<file path="src/rtl/id_ex_operand_stage.sv">
// ID/EX operand stage: resolves forwarded operands, latches the decode bundle
// into the ID/EX register, and owns the load-use interlock and bubble counter.
module id_ex_operand_stage #(
  parameter int WIDTH  = 32,
  parameter int CTRL_W = 16,
  parameter int CNT_W  = 16
) (
  input  logic              clk,
  input  logic              rst_n,
  input  logic              ID_valid,
  input  logic [WIDTH-1:0]  ID_pc,
  input  logic [WIDTH-1:0]  ID_imm,
  input  logic [WIDTH-1:0]  ID_rs1_data,
  input  logic [WIDTH-1:0]  ID_rs2_data,
  input  logic [4:0]        ID_rd,
  input  logic [CTRL_W-1:0] ID_ctrl,
  input  logic [2:0]        ID_FwdRisk,
  input  logic              ID_MemRead,
  input  logic [1:0]        FwdA,
  input  logic [1:0]        FwdB,
  input  logic [WIDTH-1:0]  EX_result,
  input  logic [WIDTH-1:0]  MEM_result,
  input  logic [WIDTH-1:0]  WB_result,
  input  logic              hold,
  input  logic              flush,
  output logic              EX_valid,
  output logic [WIDTH-1:0]  EX_pc,
  output logic [WIDTH-1:0]  EX_imm,
  output logic [WIDTH-1:0]  EX_opA,
  output logic [WIDTH-1:0]  EX_opB,
  output logic [4:0]        EX_rd,
  output logic [CTRL_W-1:0] EX_ctrl,
  output logic [2:0]        EX_FwdRisk,
  output logic              EX_MemRead,
  output logic              stall_ID,
  output logic [CNT_W-1:0]  bubble_cnt
);

  typedef enum logic [1:0] {
    ACT_HOLD,
    ACT_FLUSH,
    ACT_BUBBLE,
    ACT_CAPTURE
  } action_t;

  localparam logic [CNT_W-1:0] CNT_ONE = CNT_W'(1);

  logic [WIDTH-1:0] opA_next;
  logic [WIDTH-1:0] opB_next;
  logic             load_use;
  action_t          action;

  always_comb begin
    opA_next = ID_rs1_data;
    case (FwdA)
      2'd1:    opA_next = EX_result;
      2'd2:    opA_next = MEM_result;
      2'd3:    opA_next = WB_result;
      default: opA_next = ID_rs1_data;
    endcase
  end

  always_comb begin
    opB_next = ID_rs2_data;
    case (FwdB)
      2'd1:    opB_next = EX_result;
      2'd2:    opB_next = MEM_result;
      2'd3:    opB_next = WB_result;
      default: opB_next = ID_rs2_data;
    endcase
  end

  // A load in EX has no data yet, so an EX-forward from it must wait one cycle.
  assign load_use = EX_valid & EX_MemRead & ID_valid & ((FwdA == 2'd1) | (FwdB == 2'd1));

  always_comb begin
    action = ACT_CAPTURE;
    if (hold)
      action = ACT_HOLD;
    else if (flush)
      action = ACT_FLUSH;
    else if (load_use)
      action = ACT_BUBBLE;
  end

  assign stall_ID = hold | (load_use & ~flush);

  always_ff @(posedge clk or negedge rst_n) begin
    if (!rst_n) begin
      EX_valid   <= 1'b0;
      EX_pc      <= '0;
      EX_imm     <= '0;
      EX_opA     <= '0;
      EX_opB     <= '0;
      EX_rd      <= '0;
      EX_ctrl    <= '0;
      EX_FwdRisk <= '0;
      EX_MemRead <= 1'b0;
    end else begin
      case (action)
        ACT_HOLD: begin
          EX_valid   <= EX_valid;
          EX_pc      <= EX_pc;
          EX_imm     <= EX_imm;
          EX_opA     <= EX_opA;
          EX_opB     <= EX_opB;
          EX_rd      <= EX_rd;
          EX_ctrl    <= EX_ctrl;
          EX_FwdRisk <= EX_FwdRisk;
          EX_MemRead <= EX_MemRead;
        end
        ACT_FLUSH, ACT_BUBBLE: begin
          EX_valid   <= 1'b0;
          EX_pc      <= '0;
          EX_imm     <= '0;
          EX_opA     <= '0;
          EX_opB     <= '0;
          EX_rd      <= '0;
          EX_ctrl    <= '0;
          EX_FwdRisk <= '0;
          EX_MemRead <= 1'b0;
        end
        default: begin
          // An invalid ID slot still moves data, but its control must not act.
          EX_valid   <= ID_valid;
          EX_pc      <= ID_pc;
          EX_imm     <= ID_imm;
          EX_opA     <= opA_next;
          EX_opB     <= opB_next;
          EX_rd      <= ID_valid ? ID_rd : 5'd0;
          EX_ctrl    <= ID_valid ? ID_ctrl : '0;
          EX_FwdRisk <= ID_valid ? ID_FwdRisk : 3'd0;
          EX_MemRead <= ID_valid & ID_MemRead;
        end
      endcase
    end
  end

  always_ff @(posedge clk or negedge rst_n) begin
    if (!rst_n)
      bubble_cnt <= '0;
    else if ((action == ACT_BUBBLE) && (bubble_cnt != '1))
      bubble_cnt <= bubble_cnt + CNT_ONE;
  end

endmodule

</file>
<file path="config.mk">
export PLATFORM = sky130hd
export DESIGN_NAME = id_ex_operand_stage
export DESIGN_NICKNAME = d
export VERILOG_FILES = /design/src/rtl/id_ex_operand_stage.sv
export SDC_FILE = /design/constraint.sdc
export NUM_CORES = 1
export LEC_CHECK = 0
export CAP_MARGIN = 15
export CORE_AREA = 2 2 168 170
export CTS_CLUSTER_DIAMETER = 150
export DETAILED_ROUTE_END_ITERATION = 10
export DIE_AREA = 0 0 170 172
export PLACE_DENSITY = 0.66
export SYNTH_ARGS = -nofsm -noshare
export SYNTH_HDL_FRONTEND = slang
export SYNTH_SLANG_ARGS = --single-unit
</file>
<file path="constraint.sdc">
create_clock -name clk -period 3.16 [get_ports clk]
set_input_delay 0.316 -clock clk [delete_from_list [all_inputs] [get_ports clk]]
set_output_delay 0.316 -clock clk [all_outputs]
set_load 0.03 [all_outputs]
</file>
; Yosys cells after proc, flatten, opt, wreduce, memory -nomap -nowiden
; Index checks and enable logic that the tools add are counted.
[totals]
rom_bits = 0
output_inout_bits = 171
word_cells = 48
input_bits = 258
ram_bits = 0
n_memories = 0
reg_bits = 170
latchBits = 0
[classes]
n_eq_ne = 9
bitwise_logic = 8
n_shift = 0
addsub = 1
order_cmp = 0
mul = 0
div = 0
reduce_logical = 3
n_mux = 17
[ops]
columns = cell, count
row1 = $pmux 32 s2, 4
row2 = $pmux 32 s3, 2
row3 = $pmux 16 s2, 1
row4 = $add 16x1->16 const B, 1
row5 = $mux 16, 1
row6 = $ne 16x16->1 const B, 1
row7 = $eq 2x2->1 const B, 5
row8 = $pmux 5 s2, 1
row9 = $eq 2x1->1 const B, 3
row10 = $pmux 3 s2, 1
row11 = $and 1x1->1, 5
row12 = $mux 5, 1
row13 = $mux 2, 2
row14 = $pmux 1 s2, 2
row15 = $mux 3, 1
row16 = $logic_not 2->1, 1
row17 = $or 1x1->1, 2
row18 = $reduce_or 2->1, 1
row19 = $logic_and 1x1->1, 1
row20 = $mux 1, 1
row21 = $not 1->1, 1

; Longest topological paths before layout
[depth]
word_depth = 9
depth_mapped = 11
ltp_nobuf = 8

; Least setup slack after synthesis
; OpenSTA, ideal clock, no wires.
[synth_timing]
path_type = input to register
from = input FwdA[0]
to = register bubble_cnt[13]
path_buffers = 2
cell_stages = 10
slack_ps = 596
setup_ps = 81
arrival_time_ps = 2484
t_required_ps = 3079
path_cell_list = buf_2 > buf_2 > inv_1 > o22ai_1 > a41o_1 > ha_1 > nand4_2 > or4_4 > nor3b_2 > xor2_1
[synth_between]
elab_chain_cells = 8
[synth_rtl]
columns = item, line
row1 = "start, declared", 19  ; input logic [1:0] FwdA,
row2 = $eq 2x1->1, 74  ; assign load_use = EX_valid & EX_MemRead & ID_valid & ((FwdA == 2'd1) | (FwdB == 2'd1));
row3 = $or 1x1->1, 74
row4 = $and 1x1->1, 74
row5 = $mux 1, 82  ; else if (load_use)
row6 = $mux 2, 80  ; else if (flush)
row7 = $mux 2, 78  ; if (hold)
row8 = $eq 2x2->1, 142  ; else if ((action == ACT_BUBBLE) && (bubble_cnt != '1))
row9 = $logic_and 1x1->1, 142
row10 = "end signal, assigned", 143  ; bubble_cnt <= bubble_cnt + CNT_ONE;
row11 = "end, declared", 36  ; output logic [CNT_W-1:0] bubble_cnt
; No other way between the ends.
; A chain may end at the register's enable or synchronous reset.

; Worst setup path after layout
[layout_timing]
from = register EX_MemRead
to = register EX_ctrl[10]
[layout_between]
elab_chain_cells = 9
elab_cells_between_ends = 11
classes_between = eq/ne (2) / mux (4) / bitwise (3) / reduce/logical (2)
[layout_rtl]
columns = item, line
row1 = "start, declared", 34  ; output logic EX_MemRead,
row2 = "start signal, assigned", 110  ; EX_MemRead <= EX_MemRead;
row3 = "start signal, assigned", 133  ; EX_MemRead <= ID_valid & ID_MemRead;
row4 = $and 1x1->1 (*) (3 in a row), 74
row5 = $mux 1 (*), 82
row6 = $mux 2 (*), 80
row7 = $mux 2 (*), 78
row8 = $eq 2x2->1 / $eq 2x1->1 (equally long branches), 100  ; case (action)
row9 = $reduce_or 2->1, 100
row10 = $pmux 16 s2, 100
row11 = "end signal, assigned", 108  ; EX_ctrl <= EX_ctrl;
row12 = "end signal, assigned", 131  ; EX_ctrl <= ID_valid ? ID_ctrl : '0;
row13 = "end, declared", 32  ; output logic [CTRL_W-1:0] EX_ctrl,
; Mark *: on every way between the ends. The rest lies on a longest branch, timed or not.

==> flow_metrics.env <==
export IMPL_die_x_um=170
export IMPL_min_path_cells=3
export IMPL_skew_ns=0.0144
export IMPL_status="complete, no violations"
export IMPL_antenna_found_initial=3
export IMPL_synth_cell_types=37
export IMPL_nets=1300
export IMPL_clk_pin_slew_ns=0.07
export IMPL_placeableCoreArea_um2=27500
export IMPL_post_place_ws_ns=0.499
export IMPL_syn_nets=898
export IMPL_cts_num_sinks=170
export IMPL_port_buffers=428
export IMPL_max_cap_viol_count=0
export IMPL_rows=61
export IMPL_drt_total_wl_um=27900
export IMPL_worst_path_buf_inv=1
export IMPL_drc=0
export IMPL_place_congestion=0.817
export IMPL_cellLeakagePower_nw=5.50
export IMPL_grt_usage_pct=18.9
export IMPL_grt_max_degree=156
export IMPL_worstPathMaxFanout=65
export IMPL_wl_met2_um=13900
export IMPL_final_setup_tns_ns=0
export IMPL_critPathLaunch="EX_MemRead"
export IMPL_drive_gt1_share_pct=11.8
export IMPL_drt_initial_drc_count=396
export IMPL_ir_worst_vdd_mv=0.335
export IMPL_hold_path_class="in -> reg"
export IMPL_min_from="ID_pc[21]"
export IMPL_worstRegToRegCells=7
export IMPL_cellPowerDensity_nw_per_um2=499
export IMPL_postCtsSetupBuffers=0
export IMPL_ant_nets=0
export IMPL_slew_headroom_pct=55.9
export IMPL_worst_pin_slew_ns=0.661
export IMPL_postSynthCellCount=637
export IMPL_drv_slew=0
export IMPL_wl_per_cell_um=19.9
export IMPL_synthesis_area_um2=8170
export IMPL_route_met3_wl_um=2410
export IMPL_setup_ws_ns=0.845
export IMPL_synth_top_cell_area_share_pct=52.1
export IMPL_yosys_warnings=0
export IMPL_yosys_register_bits=170
export IMPL_crit_arrival_ns=2.62
export IMPL_r2r_end="EX_ctrl[10]"
export IMPL_wl_met1_um=11200
export IMPL_hold_end="EX_pc[21]"
export IMPL_grt_pass1_wl_um=42000
export IMPL_required_ns=3.47
export IMPL_cts_tree="done"
export IMPL_rsz0062_at_grt="false"
export IMPL_crit_path_end_kind="flip-flop"
export IMPL_die_y_um=172
export IMPL_firstDrtPassIters=5
export IMPL_vias_per_cell=4.99
export IMPL_grt_overflow_total=0
export IMPL_grt_pass1_vias=7261
export IMPL_worstSetupStartpointType="flip-flop"
export IMPL_die_area_um2=29200
export IMPL_ctsLongestPathBuffers=2
export IMPL_cts_buffers=17
export IMPL_crit_family="adder cells"
export IMPL_dpl_hpwl_um=20300
export IMPL_syn_area_per_cell_um2=12.8
export IMPL_holdWs_ns=0.442
export IMPL_cts_root_buf="clkbuf_16"
export IMPL_netlist_top_cells_area="dfrtp_1 (52%), mux4_2 (18%), a22o_1 (9.5%)"
export IMPL_place_area_um2=12800
export IMPL_initial_core_util_pct=29.7
export IMPL_clock_fmax_mhz=432
export IMPL_period_share_pct=73.3
export IMPL_rrSetupSlack_ns=0.84
export IMPL_h_tree_depth=4
export IMPL_setup_viol=0
export IMPL_syn2layout_area_growth_pct=64.1
export IMPL_slowest_stage="ha_4"
export IMPL_slowest_delay_ns=0.63
export IMPL_stdcell_area_um2=13400
export IMPL_fin_crit_ns=2.32
export IMPL_ys_seq_area_share_pct=52.1
export IMPL_top_level_ports=429
export IMPL_r2r_start="EX_MemRead"
export IMPL_vias=6983
export IMPL_top_layer="met4"
export IMPL_insertion_delay_ns=0.43
export IMPL_synth_top_area_cell="dfrtp_1"
export IMPL_path_cells="nor2b_1 > a41o_1 > ha_4 > nor2_4 > and2_1 > buf_4 > a22o_1"
export IMPL_cts_resized=0
export IMPL_worstSetupPathType="reg -> reg"
export IMPL_hold_violations=0
[flip-flops by register name, indices dropped and copies added, names as in the netlist]
| register | cells |
|---|---|
| EX_ctrl | 16 |
| bubble_cnt | 16 |
| EX_pc | 32 |
| EX_MemRead | 1 |
| EX_opB | 32 |
| EX_rd | 5 |
| EX_FwdRisk | 3 |
| EX_opA | 32 |
| EX_valid | 1 |
| EX_imm | 32 |
[where the power goes]
part	switching, mW	internal (mW)	total (mW)	leakage, nW
Clock	1.02	1.05	2.07	0.287
Sequential	0.170	2.41	2.58	2.22
Combinational	1.02	1.01	2.03	2.99
[worst max path at each step]
stage                                end  slack [ns]  cells after the start
after global placement        EX_ctrl[2]        0.56                      8
after detailed placement     EX_ctrl[10]        0.50                      8
after CTS                    EX_ctrl[10]        0.79                      7
final                        EX_ctrl[10]        0.84                      7
after floorplan           bubble_cnt[13]        0.60                     10
after global routing         EX_ctrl[10]        0.69                      7
[layer usage]
metal | track usage (%) | vias up
met5 | 0 | -
met4 | 5.02 | 0
met3 | 6.52 | 24
met2 | 32.4 | 320
met1 | 22.8 | 3457
li1 | - | 3182
[kinds of logic (layout without fill, tap and decap cells)]
family                   count (synthesis)  after routing  share of synthesized area (%)
adder cells (fa/ha/maj)                  3              3                          0.460
buffers and inverters                   62            477                           2.97
AO/OA/AOI/OAI                          166            166                           15.0
XOR/XNOR                                11             11                           1.18
multiplexers                            65             65                           17.8
other                                    0              2                              0
flip-flops                             170            170                           52.1
AND/OR/NAND/NOR                        160            160                           10.5
[area by class of cell]
type,instances,area [um2]
diodes,2,5.00
clock buffers,17,425
clock inverters,15,154
fillers,2473,14100
inverters,5,18.8
multi-input cells,405,3690
flip-flops and latches,170,4250
well taps,346,433
repair buffers,440,4420
[worst min-delay path: cells and delay by family]
family / cells / cell delay [ns]
AOI/OAI and AO/OA: 1 / 0.06
buffers and inverters: 1 / 0.39
and+or+nand+nor: 1 / 0.06
[Yosys cell counts, drive strengths merged]
| cell | count |
|---|---|
| nor2b | 2 |
| nand2b | 64 |
| o311ai | 1 |
| o22ai | 1 |
| nand3 | 6 |
| dfrtp | 170 |
| buf | 11 |
| a41oi | 1 |
| a22o | 89 |
| and2 | 1 |
| clkbuf | 46 |
| mux2 | 1 |
| a21o | 1 |
| or4 | 1 |
| o41ai | 1 |
| nor4 | 2 |
| xor2 | 7 |
| nand2 | 65 |
| ha | 3 |
| o2111ai | 1 |
| nand4 | 5 |
| o22a | 1 |
| o21ai | 65 |
| o21a | 1 |
| a31oi | 2 |
| xnor2 | 4 |
| nor3 | 5 |
| nor2 | 7 |
| or2 | 1 |
| nor3b | 1 |
| inv | 5 |
| mux4 | 64 |
| a41o | 2 |
[metrics by stage]
| stage | utilization [%] | total power, mW | instances |
|---|---|---|---|
| floorplan | - | 3.60 | 637 |
| finish | 48.8 | 6.68 | 1400 |
| global placement | 46.6 | 4.65 | 1365 |
| CTS | 48.7 | 6.79 | 1398 |
| global route | 48.8 | 7.00 | 1400 |
| detailed placement | 46.6 | 4.67 | 1365 |
[cell usage in the layout, fill, tap and decap left out, types with 4 or more instances in the layout]
master / instances
a22o_1: 89
xnor2_1: 4
inv_1: 5
nand2b_1: 64
buf_2: 4
dfrtp_1: 170
buf_4: 6
mux4_2: 64
nand2_1: 65
xor2_1: 7
clkbuf_16: 17
nor3_1: 4
buf_12: 5
nand3_1: 6
clkdlybuf4s50_1: 423
nor2_1: 6
inv_6: 4
o21ai_0: 65
[timing repair]
item                       CTS  global route
setup endpoints to repair    0             0
hold endpoints to repair   170             0
hold buffers                 1             0
Power figures use the tool's default switching activity.
